===== config.mk =====
export PLATFORM = sky130hd
export DESIGN_NAME = p_output_stage
export DESIGN_NICKNAME = d
export VERILOG_FILES = /design/src/rtl/p_output_stage.sv
export SDC_FILE = /design/constraint.sdc
export NUM_CORES = 1
export LEC_CHECK = 0
export CAP_MARGIN = 20
export CORE_ASPECT_RATIO = 0.8
export CORE_UTILIZATION = 32
export CTS_BUF_LIST = sky130_fd_sc_hd__clkbuf_2
export DETAILED_ROUTE_END_ITERATION = 10
export HOLD_SLACK_MARGIN = 0.02
export PLACE_DENSITY_LB_ADDON = 0.08
export SYNTH_ARGS = -nofsm -noshare
export SYNTH_HDL_FRONTEND = slang
export SYNTH_SLANG_ARGS = --single-unit

===== constraint.sdc =====
create_clock -name clk -period 1.3 [get_ports clk]
set_clock_uncertainty 0.15 [all_clocks]
set_input_delay 0.325 -clock clk [delete_from_list [all_inputs] [get_ports clk]]
set_output_delay 0.325 -clock clk [all_outputs]
set_load 0.01 [all_outputs]

===== src/rtl/p_output_stage.sv =====
// p_output_stage: P output register with pattern detect, overflow/underflow flags and auto-reset
module p_output_stage #(
  parameter int          PREG               = 1,
  parameter logic [47:0] PATTERN            = 48'h0,
  parameter logic [47:0] MASK               = 48'h3FFF_FFFF_FFFF,
  parameter int          SEL_PATTERN        = 0,
  parameter int          SEL_MASK           = 0,
  parameter int          USE_PATTERN_DETECT = 1,
  parameter int          AUTORESET_PATDET   = 0
) (
  input  logic        clk,
  input  logic        RSTP,
  input  logic        CEP,
  input  logic [47:0] ALU_out,
  input  logic [47:0] C,
  output logic [47:0] P,
  output logic [47:0] PCOUT,
  output logic        PATTERNDETECT,
  output logic        PATTERNBDETECT,
  output logic        OVERFLOW,
  output logic        UNDERFLOW
);
  logic [47:0] pat, msk, p_q, p_d;
  logic pd_c, pbd_c, ar;
  logic pd_q, pd_d, pbd_q, pbd_d, pdp_q, pdp_d, pbdp_q, pbdp_d;
  assign pat   = (SEL_PATTERN != 0) ? C : PATTERN;
  assign msk   = (SEL_MASK != 0) ? C : MASK;
  assign pd_c  = &(~(ALU_out ^ pat) | msk);
  assign pbd_c = &((ALU_out ^ pat) | msk);
  assign ar = (AUTORESET_PATDET == 1) ? pd_q :
              (AUTORESET_PATDET == 2) ? (~pd_q & pdp_q) : 1'b0;
  // next state: load or auto-clear on enable, past-detect tracks the registered detect either way
  always_comb begin
    p_d    = p_q;
    pd_d   = pd_q;
    pbd_d  = pbd_q;
    pdp_d  = pdp_q;
    pbdp_d = pbdp_q;
    if (CEP) begin
      p_d    = ar ? '0 : ALU_out;
      pd_d   = ar ? 1'b0 : pd_c;
      pbd_d  = ar ? 1'b0 : pbd_c;
      pdp_d  = pd_q;
      pbdp_d = pbd_q;
    end
  end
  // state registers; held at zero when the P path is combinational
  always_ff @(posedge clk) begin
    if (RSTP || PREG == 0) begin
      p_q    <= '0;
      pd_q   <= 1'b0;
      pbd_q  <= 1'b0;
      pdp_q  <= 1'b0;
      pbdp_q <= 1'b0;
    end else begin
      p_q    <= p_d;
      pd_q   <= pd_d;
      pbd_q  <= pbd_d;
      pdp_q  <= pdp_d;
      pbdp_q <= pbdp_d;
    end
  end
  assign P              = (PREG != 0) ? p_q : ALU_out;
  assign PCOUT          = P;
  assign PATTERNDETECT  = (USE_PATTERN_DETECT != 0) && ((PREG != 0) ? pd_q : pd_c);
  assign PATTERNBDETECT = (USE_PATTERN_DETECT != 0) && ((PREG != 0) ? pbd_q : pbd_c);
  assign OVERFLOW       = (USE_PATTERN_DETECT != 0) && (PREG != 0) && pdp_q && !pd_q && !pbd_q;
  assign UNDERFLOW      = (USE_PATTERN_DETECT != 0) && (PREG != 0) && pbdp_q && !pd_q && !pbd_q;
endmodule


==> flow_summary.ini, run 1 <==
[worst_setup_path]
timing.rr.end = P[2]
worstPathArrival_ns = 1.15
worstSetupEndpointType = output pin
start_kind = register
r2r_cells = 4
crit_path_max_fanout = 3
cpLargestDelayFamily = flip-flops
path_buf_inv = 1
cp.required_ns = 0.82
worstSetupPathType = reg2out
critPathMaxStageDelay_ns = 0.41
slowest_stage = dfxtp_2
crit_path_cell_trace = nor3b_2 > buf_2
timing.rr.start = P[2]
reg2reg_slack_ns = 0.26

[cts]
htreeDepth = 2
cts_buffers = 5
clock_path_buffers = 2
clockRootBuffer = clkbuf_2
insertion_delay_ns = 0.42
clock-sinks = 52
cts_tree = done
clk_pin_slew_worst_paths_ns = 0.27

[finish]
antenna_cells = 0
final_area_um2 = 4270
nets = 477
final_util_pct = 65.3
final_cell_mix = buf_6, mux2i_1, nor2_1
final_layout_size_suffix_gt1_share_pct = 58.6
syn_to_final_growth_pct = 93.1
fillerInstances = 546
final_common_cell = buf_6

[synthesis]
synth_seq_area_share_pct = 47.1
synth_cell_types = 11
yosys-top-cells-area = dfxtp_1, mux2i_1, buf_4
synth_top_area_cell = dfxtp_1
synth_nets = 319
yosysWarnings = 0
synth_top_area_share_pct = 47.1
syn-mean-instance-area_um2 = 10.0
syn_area_um2 = 2210
syn_inst = 220
ys_seq_elements = 52

[floorplan]
chipHeight_um = 76.3
start_util_pct = 33.8
core_area_um2 = 6540
die-area_um2 = 7240
pin_count = 199
rows = 26
die_w_um = 94.9

[placement]
placed_area_um2 = 3490
dp_slack_ns = -0.255
place_congestion = 0.644
port_buffers = 150
dp_hpwl_mm = 3.69

[sta]
slew_viol_final = 0
setup_slack_ns = -0.323
relSlewSlack_pct = 82.3
worst_pin_slew_ns = 0.266
max_clock_freq_ghz = 0.616
min_period_ns = 1.62
setup_violations = 100
rsz0062_at_grt = true
hold_violations = 0
period_share_pct = 125

[detailed_routing]
drt_pass1_iterations = 4
wire_per_inst_um = 13.1
vias_per_cell = 4.27
wl_mm = 6.07
routed-via-count = 1979
antenna_left = 0
drc = 0
drt-initial-drc-count = 42

[grt]
first_global_vias = 1958
overflow = 0
grt_max_degree = 23
antenna_found_initial = 0
grt_pass1_wl_mm = 9.54
track_usage_pct = 16.7

[pwr]
ir_drop_mv = 0.436
leakage_uw = 0.00206
seq_power_share_pct = 51.7
p_comb_share_pct = 30.6
power_switching_uw = 936
p_int_uw = 2530
netSwitchingFraction_pct = 27.0
power_density_nw_per_um2 = 812
clkPwrFrac_pct = 17.7

[job]
max_cap_violations = 0

[worst_hold_path]
hold_path_class = in2reg
worstHoldEndpoint = PATTERNBDETECT
worstHoldPathCells = 3
hp-start = RSTP

[run_status]
outcome = finished, violations left
violations = negative setup slack
## worst reg2reg max path: cells and delay by family, from the launching register on
kind | cells | cell delay (ns)
multiplexers | 1 | 0.15
flip-flops | 1 | 0.38
buffers and inverters | 2 | 0.23
AND/OR/NAND/NOR | 1 | 0.06
## per-stage QoR
stage / instances / TNS [ns] / hold WS, ns / total power, µW
6_report: 463 / -14.16 / 0.0880 / 3460
5_1_grt: 463 / -23.75 / 0.0341 / 3660
4_1_cts: 460 / -18.22 / 0.0666 / 3500
3_5_place_dp: 404 / -5.95 / 0.331 / 2620
3_3_place_gp: 404 / -5.78 / 0.322 / 2610
2_1_floorplan: 220 / 0 / 0.302 / 2180
## final cells by class
type	count	area (µm²)	share of cell area [%]
tap	84	105	2.46
sequential	52	1120	26.2
multi-input combinational	108	749	17.6
clock buffer	5	25.0	0.587
timing repair buffer	211	2260	52.9
clock inverter	3	13.8	0.323
## sequential cells by signal (all words and copies together) (netlist names)
signal / cells
P: 48
pdp_q: 1
PATTERNDETECT: 1
PATTERNBDETECT: 1
pbdp_q: 1
## cell usage after synthesis
master and instances:
buf_4 54, mux2i_1 50, clkbuf_1 5, or3b_1 1
nor3b_1 2, nand3_1 1, a21oi_1 2, nor2_1 50
dfxtp_1 52, buf_2 1, nand2b_1 2
## power groups by stage
stage | Clock, µW | Combinational, µW | Sequential, µW
after floorplan | 0 | 359 | 1820
after global placement | 0 | 819 | 1790
after detailed placement | 0 | 827 | 1790
after CTS | 654 | 1060 | 1790
after global routing | 727 | 1130 | 1810
final | 613 | 1060 | 1790
## repair_timing
item | CTS | global route
pin swaps | 0 | 0
setup buffers | 48 | 3
hold buffers | 0 | 0
setup endpoints to repair | 100 | 100
endpoints found under the hold margin | 0 | 0
gates resized for setup | 594 | 5
## cells by family (layout without fill, tap and decap cells)
kind of cell / after synthesis / after routing / synth area share (%)
mux: 50 / 50 / 22.7
flops: 52 / 52 / 47.1
simple gates: 56 / 56 / 10.4
compound gates: 2 / 2 / 0.453
buf+inv: 60 / 219 / 19.4
## layer usage
metal	wire (µm)	part of all wire [%]	vias to the layer above	GRT usage [%]
met5	0	0	-	0
met4	47	0.77	0	4.09
met2	3000	49	87	28.6
met1	2480	41	907	20.0
li1	-	-	978	-
met3	533	8.8	7	5.49
## how the worst max path moves through the flow
stage,from,cells past startpoint,slack (ns),to
2_1_floorplan,PATTERNBDETECT,1,0.13,OVERFLOW
3_3_place_gp,PATTERNDETECT,2,-0.26,OVERFLOW
3_5_place_dp,PATTERNDETECT,2,-0.26,OVERFLOW
4_1_cts,PATTERNBDETECT,2,-0.35,OVERFLOW
5_1_grt,PATTERNDETECT,2,-0.43,UNDERFLOW
6_report,PATTERNBDETECT,2,-0.32,OVERFLOW
No activity file was read; power rests on OpenSTA's default activity.
==> run 2: changes to the inputs <==
--- a/config.mk
+++ b/config.mk
@@ -15,3 +15,4 @@
 export SYNTH_ARGS = -nofsm -noshare
 export SYNTH_HDL_FRONTEND = slang
 export SYNTH_SLANG_ARGS = --single-unit
+export TNS_END_PERCENT = 20
==> run 2 against run 1 <==
Net effect:
- flip-flop and latch count unchanged
- hold slack better by 0.0025 ns
- critical endpoint unchanged
- critical path type unchanged
- the flow still finishes with violations (negative setup slack)
- largest cell class unchanged
- sequential power about the same
- largest power group unchanged
- highest routed layer unchanged
- first-iteration DRC count down 4.8%
- maximum frequency up 0.15%
==> flow_summary.ini, run 2 (synthesis results as in run 1) <==
[cts]
cts_buffers = 5
cts_tree = done
hold_buffers = 0
clk_pin_slew_worst_paths_ns = 0.26
clockRootBuffer = clkbuf_2
insertion_delay_ns = 0.42
clock_path_buffers = 2
clock-sinks = 52
htreeDepth = 2

[finish]
final_layout_size_suffix_gt1_share_pct = 56.6
final_common_cell = buf_6
final_cell_mix = buf_6, mux2i_1, nor2_1
largest_reg_flops = 48
antenna_cells = 0
fin_cells = 446
nets = 460
syn_to_final_growth_pct = 81.7
final_area_um2 = 4020

[grt]
antenna_found_initial = 0
overflow = 0
grt_pass1_wl_mm = 9.00
first_global_vias = 1843
grt_max_degree = 23
track_usage_pct = 15.8

[sta]
slew_viol_final = 0
setup_violations = 100
worst_pin_slew_ns = 0.264
relSlewSlack_pct = 82.4
period_share_pct = 125
min_period_ns = 1.62
finalSetupTns_ns = -13.18
holdWs_ns = 0.0905
setup_slack_ns = -0.320
max_clock_freq_ghz = 0.617
rsz0062_at_grt = true
hold_violations = 0

[worst_setup_path]
crit_path_cell_trace = nor3b_2 > buf_2
slowest_stage = dfxtp_2
critPathMaxStageDelay_ns = 0.41
crit_path_max_fanout = 3
worstSetupPathType = reg2out
reg2reg_slack_ns = 0.29
worstPathArrival_ns = 1.15
cp.required_ns = 0.82
worstSetupEndpointType = output pin
start_kind = register

[floorplan]
chipHeight_um = 76.3
pin_count = 199
rows = 26
die-area_um2 = 7240
core_area_um2 = 6540
start_util_pct = 33.8
die_w_um = 94.9

[placement]
dp_slack_ns = -0.255
placed_area_um2 = 3490
dp.cells = 404
port_buffers = 150
dp_hpwl_mm = 3.69
place_congestion = 0.644

[pwr]
leakage_uw = 0.00195
ir_drop_mv = 0.394
power_density_nw_per_um2 = 837

[run_status]
violations = negative setup slack
outcome = finished, violations left

[worst_hold_path]
hold_path_class = in2reg

[job]
max_cap_violations = 0

[detailed_routing]
wire_per_inst_um = 12.7
drt_pass1_iterations = 4
routed-via-count = 1902
drt-initial-drc-count = 40
drc = 0
wl_mm = 5.68
antenna_left = 0
vias_per_cell = 4.26
-- run 2: cell types whose count changed in the layout (fill, tap and decap cells not counted), sizes merged --
cell | before | now
buf | 163 | 146
-- run 2: layout make-up --
type	count	area, µm²
fillers	575	2520
repair buffers	194	2000
flip-flops and latches	52	1120
multi-input cells	108	749
well taps	84	105
clock buffers	5	25.0
clock inverters	3	13.8
-- run 2: metrics by stage --
stage          total power (µW)  util, %
2_1_floorplan              2180        -
3_3_place_gp               2610     53.4
3_5_place_dp               2620     53.4
4_1_cts                    3390     59.9
5_1_grt                    3560     61.4
6_report                   3360     61.4
-- run 2: report_power, final --
| group | leakage (µW) | switching (µW) | internal (µW) | total (µW) |
|---|---|---|---|---|
| sequential | 0.000449 | 86.1 | 1700 | 1790 |
| clock | 0.0000302 | 489 | 121 | 610 |
| combinational | 0.00147 | 334 | 631 | 965 |
| total | 0.00195 | 909 | 2450 | 3360 |
-- run 2: final timing paths --
check	startpoint	endpoint	cells past startpoint
max reg2reg	P[46]	P[46]	4
min reg2reg	pdp_q	pdp_q	2
max	PATTERNBDETECT	OVERFLOW	2
min	RSTP	PATTERNBDETECT	3
-- run 2: repair_timing --
| action | CTS | global route |
|---|---|---|
| buffers inserted | 32 | 2 |
| cloned | 0 | 0 |
| gates resized for setup | 556 | 20 |
| hold endpoints to repair | 0 | 0 |
| endpoints found under the setup margin | 100 | 100 |
-- run 2: worst max-delay path: cells and delay by family (launching register included) --
family                 cells  cell delay (ns)
flip-flops                 1             0.41
AND/OR/NAND/NOR            1             0.16
buffers and inverters      1             0.16
-- run 2: per-layer routing --
layer	vias up	routed length, µm	share of wire (%)	global-route usage [%]
li1	943	-	-	-
met1	867	2350	41	18.9
met2	85	2740	48	26.6
met3	7	537	9.5	5.49
met4	0	49	0.86	4.09
met5	-	0	0	0
